**src/rtl/register_file_sb_if.sv**
```systemverilog
// Register file bus: two write ports, a reserve/flush control, and two combinational read ports.
//
// Handshake semantics: there is no valid/ready pair on this bus. we0, we1, rsv_en and flush are
// single-cycle qualifiers that the slave always accepts at the rising edge they are sampled on.
// Reads are combinational: rdN and rdN_busy follow raN in the same cycle. busy_count is registered.
interface register_file_sb_if #(
    parameter int DATA_WIDTH = 32,
    parameter int NUM_REGS   = 32
);
    localparam int AW = $clog2(NUM_REGS);

    logic                  we0;
    logic [AW-1:0]         wa0;
    logic [DATA_WIDTH-1:0] wd0;
    logic                  we1;
    logic [AW-1:0]         wa1;
    logic [DATA_WIDTH-1:0] wd1;
    logic                  rsv_en;
    logic [AW-1:0]         rsv_addr;
    logic                  flush;
    logic [AW-1:0]         ra0;
    logic [DATA_WIDTH-1:0] rd0;
    logic                  rd0_busy;
    logic [AW-1:0]         ra1;
    logic [DATA_WIDTH-1:0] rd1;
    logic                  rd1_busy;
    logic [AW:0]           busy_count;

    modport master (
        output we0, wa0, wd0, we1, wa1, wd1, rsv_en, rsv_addr, flush, ra0, ra1,
        input  rd0, rd0_busy, rd1, rd1_busy, busy_count
    );

    modport slave (
        input  we0, wa0, wd0, we1, wa1, wd1, rsv_en, rsv_addr, flush, ra0, ra1,
        output rd0, rd0_busy, rd1, rd1_busy, busy_count
    );
endinterface

```
**src/rtl/register_file_sb.sv**
```systemverilog
// Two-write, two-read register file with optional write-to-read bypass and a per-register
// busy scoreboard (reserve / clear-on-write / flush) with a maintained busy counter.
module register_file_sb #(
    parameter int DATA_WIDTH   = 32,
    parameter int NUM_REGS     = 32,
    parameter int BYPASS       = 1,
    parameter int RESET_PRESET = 1
) (
    input logic              clk,
    input logic              rst,
    register_file_sb_if.slave bus
);
    localparam int AW = $clog2(NUM_REGS);

    logic [DATA_WIDTH-1:0] regs [NUM_REGS];
    logic [NUM_REGS-1:0]   busy;
    logic [NUM_REGS-1:0]   busy_next;
    logic [AW:0]           count;
    logic [AW:0]           count_next;
    logic                  inc;
    logic                  dec0;
    logic                  dec1;

    function automatic logic [DATA_WIDTH-1:0] preset_value(input int r);
        logic [DATA_WIDTH-1:0] v;
        v = '0;
        if (RESET_PRESET != 0) begin
            if (r == 1)  v = DATA_WIDTH'(10);
            if (r == 2)  v = DATA_WIDTH'(5);
            if (r == 10) v = DATA_WIDTH'(100);
        end
        return v;
    endfunction

    // Register storage: reset preset, otherwise port 1 overrides port 0 on a shared address.
    always_ff @(posedge clk) begin
        regs[0] <= '0;
        for (int r = 1; r < NUM_REGS; r++) begin
            if (rst) begin
                regs[r] <= preset_value(r);
            end else if (bus.we1 && bus.wa1 == AW'(r)) begin
                regs[r] <= bus.wd1;
            end else if (bus.we0 && bus.wa0 == AW'(r)) begin
                regs[r] <= bus.wd0;
            end
        end
    end

    // Next busy vector: flush beats reserve, reserve beats clear-on-write, else hold.
    always_comb begin
        busy_next = busy;
        busy_next[0] = 1'b0;
        for (int r = 1; r < NUM_REGS; r++) begin
            if (bus.flush) begin
                busy_next[r] = 1'b0;
            end else if (bus.rsv_en && bus.rsv_addr == AW'(r)) begin
                busy_next[r] = 1'b1;
            end else if ((bus.we0 && bus.wa0 == AW'(r)) || (bus.we1 && bus.wa1 == AW'(r))) begin
                busy_next[r] = 1'b0;
            end
        end
    end

    // Counter deltas: only real 0->1 and 1->0 transitions move the count; a register cleared
    // by both ports counts once, and a register re-reserved while written stays busy.
    always_comb begin
        inc  = !bus.flush && bus.rsv_en && bus.rsv_addr != '0 && !busy[bus.rsv_addr];
        dec0 = !bus.flush && bus.we0 && bus.wa0 != '0 && busy[bus.wa0]
               && !(bus.rsv_en && bus.rsv_addr == bus.wa0);
        dec1 = !bus.flush && bus.we1 && bus.wa1 != '0 && busy[bus.wa1]
               && !(bus.rsv_en && bus.rsv_addr == bus.wa1)
               && !(bus.we0 && bus.wa0 == bus.wa1);
        if (bus.flush) begin
            count_next = '0;
        end else begin
            count_next = count + (AW+1)'(inc) - (AW+1)'(dec0) - (AW+1)'(dec1);
        end
    end

    // Scoreboard state: reset clears everything and discards same-cycle events.
    always_ff @(posedge clk) begin
        if (rst) begin
            busy  <= '0;
            count <= '0;
        end else begin
            busy  <= busy_next;
            count <= count_next;
        end
    end

    // Read port A: stored value, optionally forwarded from a same-cycle write (port 1 first).
    always_comb begin
        bus.rd0      = regs[bus.ra0];
        bus.rd0_busy = busy[bus.ra0];
        if (BYPASS != 0) begin
            if (bus.we1 && bus.wa1 == bus.ra0) begin
                bus.rd0      = bus.wd1;
                bus.rd0_busy = 1'b0;
            end else if (bus.we0 && bus.wa0 == bus.ra0) begin
                bus.rd0      = bus.wd0;
                bus.rd0_busy = 1'b0;
            end
        end
        if (bus.ra0 == '0) begin
            bus.rd0      = '0;
            bus.rd0_busy = 1'b0;
        end
    end

    // Read port B: same rules as port A.
    always_comb begin
        bus.rd1      = regs[bus.ra1];
        bus.rd1_busy = busy[bus.ra1];
        if (BYPASS != 0) begin
            if (bus.we1 && bus.wa1 == bus.ra1) begin
                bus.rd1      = bus.wd1;
                bus.rd1_busy = 1'b0;
            end else if (bus.we0 && bus.wa0 == bus.ra1) begin
                bus.rd1      = bus.wd0;
                bus.rd1_busy = 1'b0;
            end
        end
        if (bus.ra1 == '0) begin
            bus.rd1      = '0;
            bus.rd1_busy = 1'b0;
        end
    end

    assign bus.busy_count = count;
endmodule

```
**src/flat_wrapper.sv**
```systemverilog
// flat-port wrapper written by rule: the top's interface ports become plain ports
module register_file_sb_flat 
#(
    parameter int DATA_WIDTH   = 32,
    parameter int NUM_REGS     = 32,
    parameter int BYPASS       = 1,
    parameter int RESET_PRESET = 1
)
  (clk, rst, bus_we0, bus_wa0, bus_wd0, bus_we1, bus_wa1, bus_wd1, bus_rsv_en, bus_rsv_addr, bus_flush, bus_ra0, bus_ra1, bus_rd0, bus_rd0_busy, bus_rd1, bus_rd1_busy, bus_busy_count);
  register_file_sb_if #(.DATA_WIDTH(DATA_WIDTH), .NUM_REGS(NUM_REGS)) bus_i ();
  input logic clk;
  input logic rst;
  input wire logic [$bits(bus_i.we0)-1:0] bus_we0;
  input wire logic [$bits(bus_i.wa0)-1:0] bus_wa0;
  input wire logic [$bits(bus_i.wd0)-1:0] bus_wd0;
  input wire logic [$bits(bus_i.we1)-1:0] bus_we1;
  input wire logic [$bits(bus_i.wa1)-1:0] bus_wa1;
  input wire logic [$bits(bus_i.wd1)-1:0] bus_wd1;
  input wire logic [$bits(bus_i.rsv_en)-1:0] bus_rsv_en;
  input wire logic [$bits(bus_i.rsv_addr)-1:0] bus_rsv_addr;
  input wire logic [$bits(bus_i.flush)-1:0] bus_flush;
  input wire logic [$bits(bus_i.ra0)-1:0] bus_ra0;
  input wire logic [$bits(bus_i.ra1)-1:0] bus_ra1;
  output wire logic [$bits(bus_i.rd0)-1:0] bus_rd0;
  output wire logic [$bits(bus_i.rd0_busy)-1:0] bus_rd0_busy;
  output wire logic [$bits(bus_i.rd1)-1:0] bus_rd1;
  output wire logic [$bits(bus_i.rd1_busy)-1:0] bus_rd1_busy;
  output wire logic [$bits(bus_i.busy_count)-1:0] bus_busy_count;
  assign bus_i.we0 = bus_we0;
  assign bus_i.wa0 = bus_wa0;
  assign bus_i.wd0 = bus_wd0;
  assign bus_i.we1 = bus_we1;
  assign bus_i.wa1 = bus_wa1;
  assign bus_i.wd1 = bus_wd1;
  assign bus_i.rsv_en = bus_rsv_en;
  assign bus_i.rsv_addr = bus_rsv_addr;
  assign bus_i.flush = bus_flush;
  assign bus_i.ra0 = bus_ra0;
  assign bus_i.ra1 = bus_ra1;
  assign bus_rd0 = bus_i.rd0;
  assign bus_rd0_busy = bus_i.rd0_busy;
  assign bus_rd1 = bus_i.rd1;
  assign bus_rd1_busy = bus_i.rd1_busy;
  assign bus_busy_count = bus_i.busy_count;
  register_file_sb #(.DATA_WIDTH(DATA_WIDTH), .NUM_REGS(NUM_REGS), .BYPASS(BYPASS), .RESET_PRESET(RESET_PRESET)) u_core (.clk(clk), .rst(rst), .bus(bus_i));
endmodule
```
**config.mk**
```make
export PLATFORM = sky130hd
export DESIGN_NAME = register_file_sb_flat
export DESIGN_NICKNAME = d
export VERILOG_FILES = /design/src/rtl/register_file_sb_if.sv /design/src/rtl/register_file_sb.sv /design/src/flat_wrapper.sv
export SDC_FILE = /design/constraint.sdc
export NUM_CORES = 2
export LEC_CHECK = 0
export CAP_MARGIN = 15
export CORE_AREA = 2 2 401 403
export CTS_BUF_LIST = sky130_fd_sc_hd__clkbuf_8
export DETAILED_ROUTE_END_ITERATION = 7
export DIE_AREA = 0 0 403 405
export PLACE_DENSITY = 0.56
export SLEW_MARGIN = 30
export SYNTH_ARGS = -nofsm -noshare
export SYNTH_HDL_FRONTEND = slang
export SYNTH_SLANG_ARGS = --single-unit
```
**constraint.sdc**
```tcl
create_clock -name clk -period 5.8 [get_ports clk]
set_clock_uncertainty 0.15 [all_clocks]
set_input_delay 1.16 -clock clk [delete_from_list [all_inputs] [get_ports clk]]
set_output_delay 1.16 -clock clk [all_outputs]
set_load 0.02 [all_outputs]
```
# [Word-level counts from Yosys, hierarchy flattened]
# Memories as Yosys holds them, arrays and structs flattened.
# Index checks and enable logic that the tools add are counted.
[word_totals] output_inout_bits=72 mem_bits_rw=1024 n_memories=1 input_bits=95 ff_bits=38 rom_bits=0 latchBits=0 word_cells=757
[op_classes] mul=0 n_mux=368 addsub=3 shifts=0 eq_ne=100 magnitude_cmp=5 n_reduce_logical=185 div=0 n_bitwise=62
[mem_list] name="u_core.regs" depth=32 word_bits=32 rd=2 rd_clocked_by_memory_dff=0 wr=32 line="register_file_sb.sv:15" rtl="logic [DATA_WIDTH-1:0] regs [NUM_REGS];"
[ops] cell="32-bit 2-to-1 mux" count=71
[ops] cell="1-bit 2-to-1 mux" count=292
[ops] cell="5-bit equality test (second input constant)" count=48
[ops] cell="5-bit by 4-bit equality test with 1-bit output (second input constant)" count=24
[ops] cell="1-bit logical AND" count=112
[ops] cell="1-bit bitwise OR" count=62
[ops] cell="2-bit nonzero test" count=31
[ops] cell="5-bit by 3-bit equality test with 1-bit output (second input constant)" count=12
[ops] cell="5-bit equality test" count=7
[ops] cell="1-bit logical OR" count=31
[ops] cell="5-bit by 2-bit equality test with 1-bit output (second input constant)" count=6
[ops] cell="5-bit by 6-bit < comparator with 1-bit output (second input constant)" count=5
[ops] cell="1-bit binary-select mux with 5-bit select" count=5
[ops] cell="5-bit by 1-bit equality test with 1-bit output (second input constant)" count=3
[ops] cell="5-bit nonzero test" count=3
[ops] cell="6-bit by 1-bit subtractor with 6-bit output" count=2
[ops] cell="5-bit zero test" count=2
[ops] cell="6-bit by 1-bit adder with 6-bit output" count=1
[ops] cell="1-bit zero test" count=5
[ops] cell="2-bit OR reduction" count=1

# [Longest topological paths before layout]
[logic_depth] ltp_word=7 depth_mapped=18 mapped_depth_nobuf=16

# [Worst setup path after synthesis]
# Ideal clock, no wire load.
[synth_path] path_kind="input -> register" startpoint="input port bus_rsv_addr[1]" endpoint="register u_core.count[5] (netlist: u_core.bus.busy_count[5])" arrival_ns=4.541 setup_time_ns=0.128 cell_stages=17 path_buffers=2 slack_ns=0.981 t_required_ns=5.522 cell_sequence="buf_2 buf_2 mux4_2 mux4_2 nor3_1 nor2_1 fa_1 ha_1 inv_1 ha_1 inv_1 fa_1 inv_1 a21o_1 a21oi_1 xnor2_1 nor2_1"
[synth_via] elab_chain_cells=7 word_cells_on_any_way=18 classes_between="add/sub: 3; eq/ne: 2; mux: 2; reduce/logical: 11"
[synth_lines] item="from (decl)" line="flat_wrapper.sv:20" rtl="input wire logic [$bits(bus_i.rsv_addr)-1:0] bus_rsv_addr;"
[synth_lines] item="1-bit binary-select mux with 5-bit select" line="register_file_sb.sv:67" rtl="inc = !bus.flush && bus.rsv_en && bus.rsv_addr != '0 && !busy[bus.rsv_addr];"
[synth_lines] item="1-bit 2-to-1 mux (implied by the code)" line="register_file_sb.sv:67"
[synth_lines] item="1-bit zero test" line="register_file_sb.sv:67"
[synth_lines] item="1-bit logical AND" line="register_file_sb.sv:67"
[synth_lines] item="6-bit by 1-bit adder with 6-bit output" line="register_file_sb.sv:76" rtl="count_next = count + (AW+1)'(inc) - (AW+1)'(dec0) - (AW+1)'(dec1);"
[synth_lines] item="6-bit by 1-bit subtractor with 6-bit output" line="register_file_sb.sv:76"
[synth_lines] item="6-bit by 1-bit subtractor with 6-bit output (*)" line="register_file_sb.sv:76"
[synth_lines] item="to (signal assigned)" line="register_file_sb.sv:87" rtl="count <= count_next;"
[synth_lines] item="to (decl)" line="register_file_sb.sv:18" rtl="logic [AW:0] count;"
# Mark *: on every way between the ends. The rest lies on a longest branch, timed or not. The select of a mux whose other input is x is not followed.
# A chain may end at the register's enable or synchronous reset.

# [Worst setup path in the final report]
[layout_path] startpoint="input port bus_wa1[4]" endpoint="output port bus_rd0[15]"
[layout_via] elab_chain_cells=4
[layout_lines] item="from (decl)" line="flat_wrapper.sv:17" rtl="input wire logic [$bits(bus_i.wa1)-1:0] bus_wa1;"
[layout_lines] item="5-bit equality test" line="register_file_sb.sv:96" rtl="if (bus.we1 && bus.wa1 == bus.ra0) begin"
[layout_lines] item="1-bit logical AND" line="register_file_sb.sv:96"
[layout_lines] item="32-bit 2-to-1 mux" line="register_file_sb.sv:96"
[layout_lines] item="32-bit 2-to-1 mux" line="register_file_sb.sv:104" rtl="if (bus.ra0 == '0) begin"
[layout_lines] item="to (decl)" line="flat_wrapper.sv:24" rtl="output wire logic [$bits(bus_i.rd0)-1:0] bus_rd0;"
# Every way passes these cells.

==> run metrics <==
outcome=finished clean; CTS Hold Buffers Added=0; Post-route DRC=0; num rows=147; Clock Sinks=1029; Syn Nets=5029; fill count=14400; vias per std cell=7.07; worst skew pair latency=920 ps; Async S/R FF share, synth=0; die area=163000 um2; sequential share of the synthesized area=0.484; dpl hpwl=171000 um; layout net count=5058; leak pwr=25.2 nW; post-layout instance area=71200 um2; share of cells above drive strength 1=0.247; IO Count=167; WL final=270000 um; Cell Area, Placed=67900 um2; Congestion Overflow GR=0; CP most frequent cell=clkdlybuf4s50_1; most frequent cells in the layout=992 x edfxtp_1, 952 x a22o_1, 423 x buf_4; fin crit share=0.974; Post-CTS Resized=0; cell at the slowest stage of the critical path=clkdlybuf4s50_1; Final min period=5650 ps; CP endpoint kind=output pin; cell taking the most area after synthesis=edfxtp_1; Crit path arrival time=4340 ps; Total Routing Usage GR=0.323; actual slew at the worst max-slew pin=1030 ps; initial antenna violation count=13; Fmax=177 MHz; die height=405 um; Root Driver=clkbuf_8; post-synth top area share=0.472; Post-synth EDFFs=992; CP required=4490 ps; Avg WL per Cell=37.6 um; H-Tree Depth=4; Setup violations, final=0; Fin. Hold Viols=0; area of the multi-input gates=29300 um2; setup ws final=150 ps; RSZ-0062 raised after global routing=no; P&R area growth vs syn=12.9%; Placed Cells=6855; Die W=403 um; Unique masters post-synth=71; Max VDD drop=0.239 mV; Worst Hold Class=reg -> reg; register area=30500 um2; # Max-Cap Violations=0; pre-CTS WS=240 ps; crit-path max cell delay=720 ps; post-CTS setup buffers=0; setup_tns=0 ps; commonest non-fill, non-tap cell in the layout=edfxtp_1; Synth Flop Type=edfxtp_1; Syn. warnings=0; number of DRC markers in iteration 0=7086; CP Cell Sequence=clkdlybuf4s50_1, xor2_1, nor4_1, and3b_1, buf_12, a32oi_1, o41ai_2, clkdlybuf4s50_1; Initial Util=0.396; vias in the first global route=49900; Worst-path clk slew=50 ps; Post-DRT Antenna Nets=0; number of port buffers=166; top cells by area, synth=edfxtp_1 47%, a22o_1 13%, mux4_2 11%; syn_area_per_cell=12.8 um2; startpoint types=primary input; power per cell area=260 nW/um2; Pins Over Slew Limit=0; core box area=159000 um2; Max Root-Sink Buffers=3; first-pass GRT wire length=378000 um; Slew headroom=0.303; total CTS buffers=184; Buffers & Inverters on Critical Path=3; synthesized flop and latch total=1029; CTS tree=built; global placement routability congestion=0.946; CP max FO=28; DRT Pass-1 Iters=5; Finished Layout Cells=7185; CP Class=in -> out; Post-Syn Instances=4926; largest net degree at the start of global routing=74; via count=50800; Top delay family on crit path=buffers and inverters; Netlist Area Pre-Place=63100 um2
-- Yosys cell counts (all sizes together) (8+ instances only) --
cell / count
nand2b: 50
nand3: 8
buf: 329
a32oi: 47
xor2: 22
xnor2: 16
mux2i: 391
a221oi: 65
and3: 23
a31oi: 24
or2: 8
o32ai: 24
a22o: 952
a21o: 23
nor2: 213
mux4: 297
o21ai: 8
nor2b: 78
o31ai: 18
a211oi: 66
o41ai: 31
edfxtp: 992
inv: 33
a22oi: 61
nor3: 217
dfxtp: 37
o22ai: 195
clkbuf: 425
nand2: 52
mux2: 104
a21oi: 63
-- flip-flops by register name (all words and copies together), names as in the netlist --
| name | cells |
|---|---|
| u_core.regs | 992 |
| u_core.busy | 31 |
| u_core.bus.busy_count | 6 |
-- per-layer routing --
layer	up-vias	share of wire	track usage
met4	20	0.051	0.150
li1	20200	-	-
met5	-	0.00049	0
met3	687	0.12	0.0863
met2	3777	0.44	0.489
met1	26100	0.39	0.433
-- area by class of cell --
type                       count  area share
multi-input combinational   3110       0.411
clock inverter               137     0.00984
antenna                        3    0.000105
timing repair buffer         597      0.0751
inverter                      33     0.00174
tap                         2086      0.0367
sequential                  1029       0.429
clock buffer                 190      0.0367
-- worst paths after layout --
kind                             from                       end  slack (ps)  cells past startpoint
max                        bus_wa1[4]               bus_rd0[15]         150                      8
min          u_core.bus.busy_count[5]  u_core.bus.busy_count[5]         500                      3
max reg2reg           u_core.busy[15]  u_core.bus.busy_count[5]        1850                     15
min reg2reg  u_core.bus.busy_count[5]  u_core.bus.busy_count[5]         500                      3
-- where the power goes --
| group | switching (W) | internal, W | leakage, nW |
|---|---|---|---|
| clock | 0.00327 | 0.00316 | 1.90 |
| sequential | 0.000225 | 0.00861 | 9.80 |
| combinational | 0.00203 | 0.00123 | 13.5 |
| total | 0.00553 | 0.0130 | 25.2 |
-- worst reg2reg max path, cell delays in order (launching register included) --
cell     delay, ps
dfxtp_1        380
mux4_2         500
mux4_2         470
nor3_1         280
nor2_1         120
fa_1           430
ha_1           280
inv_1           60
ha_1           160
inv_1           60
fa_1           430
inv_1           80
a21o_1         110
a21oi_1         70
xnor2_1        160
nor2_1          60
-- cells by family (layout without fill, tap and decap cells) --
logic type / count (synthesis) / in the layout / synth area share
mux: 792 / 792 / 0.187
buf+inv: 787 / 957 / 0.0593
other cells: 0 / 3 / 0
flops: 1029 / 1029 / 0.484
simple gates: 684 / 684 / 0.0553
xor+xnor: 38 / 38 / 0.00528
fa+ha+maj: 8 / 8 / 0.00183
compound gates: 1588 / 1588 / 0.207
-- metrics by stage --
step / power, W / util / hold slack [ps]
floorplan: 0.0107 / - / 364
global placement: 0.0121 / 0.426 / 485
detailed placement: 0.0121 / 0.426 / 483
CTS: 0.0185 / 0.447 / 498
global route: 0.0190 / 0.447 / 533
finish: 0.0185 / 0.447 / 496
Note: power is estimated with default switching activity, not from simulation.
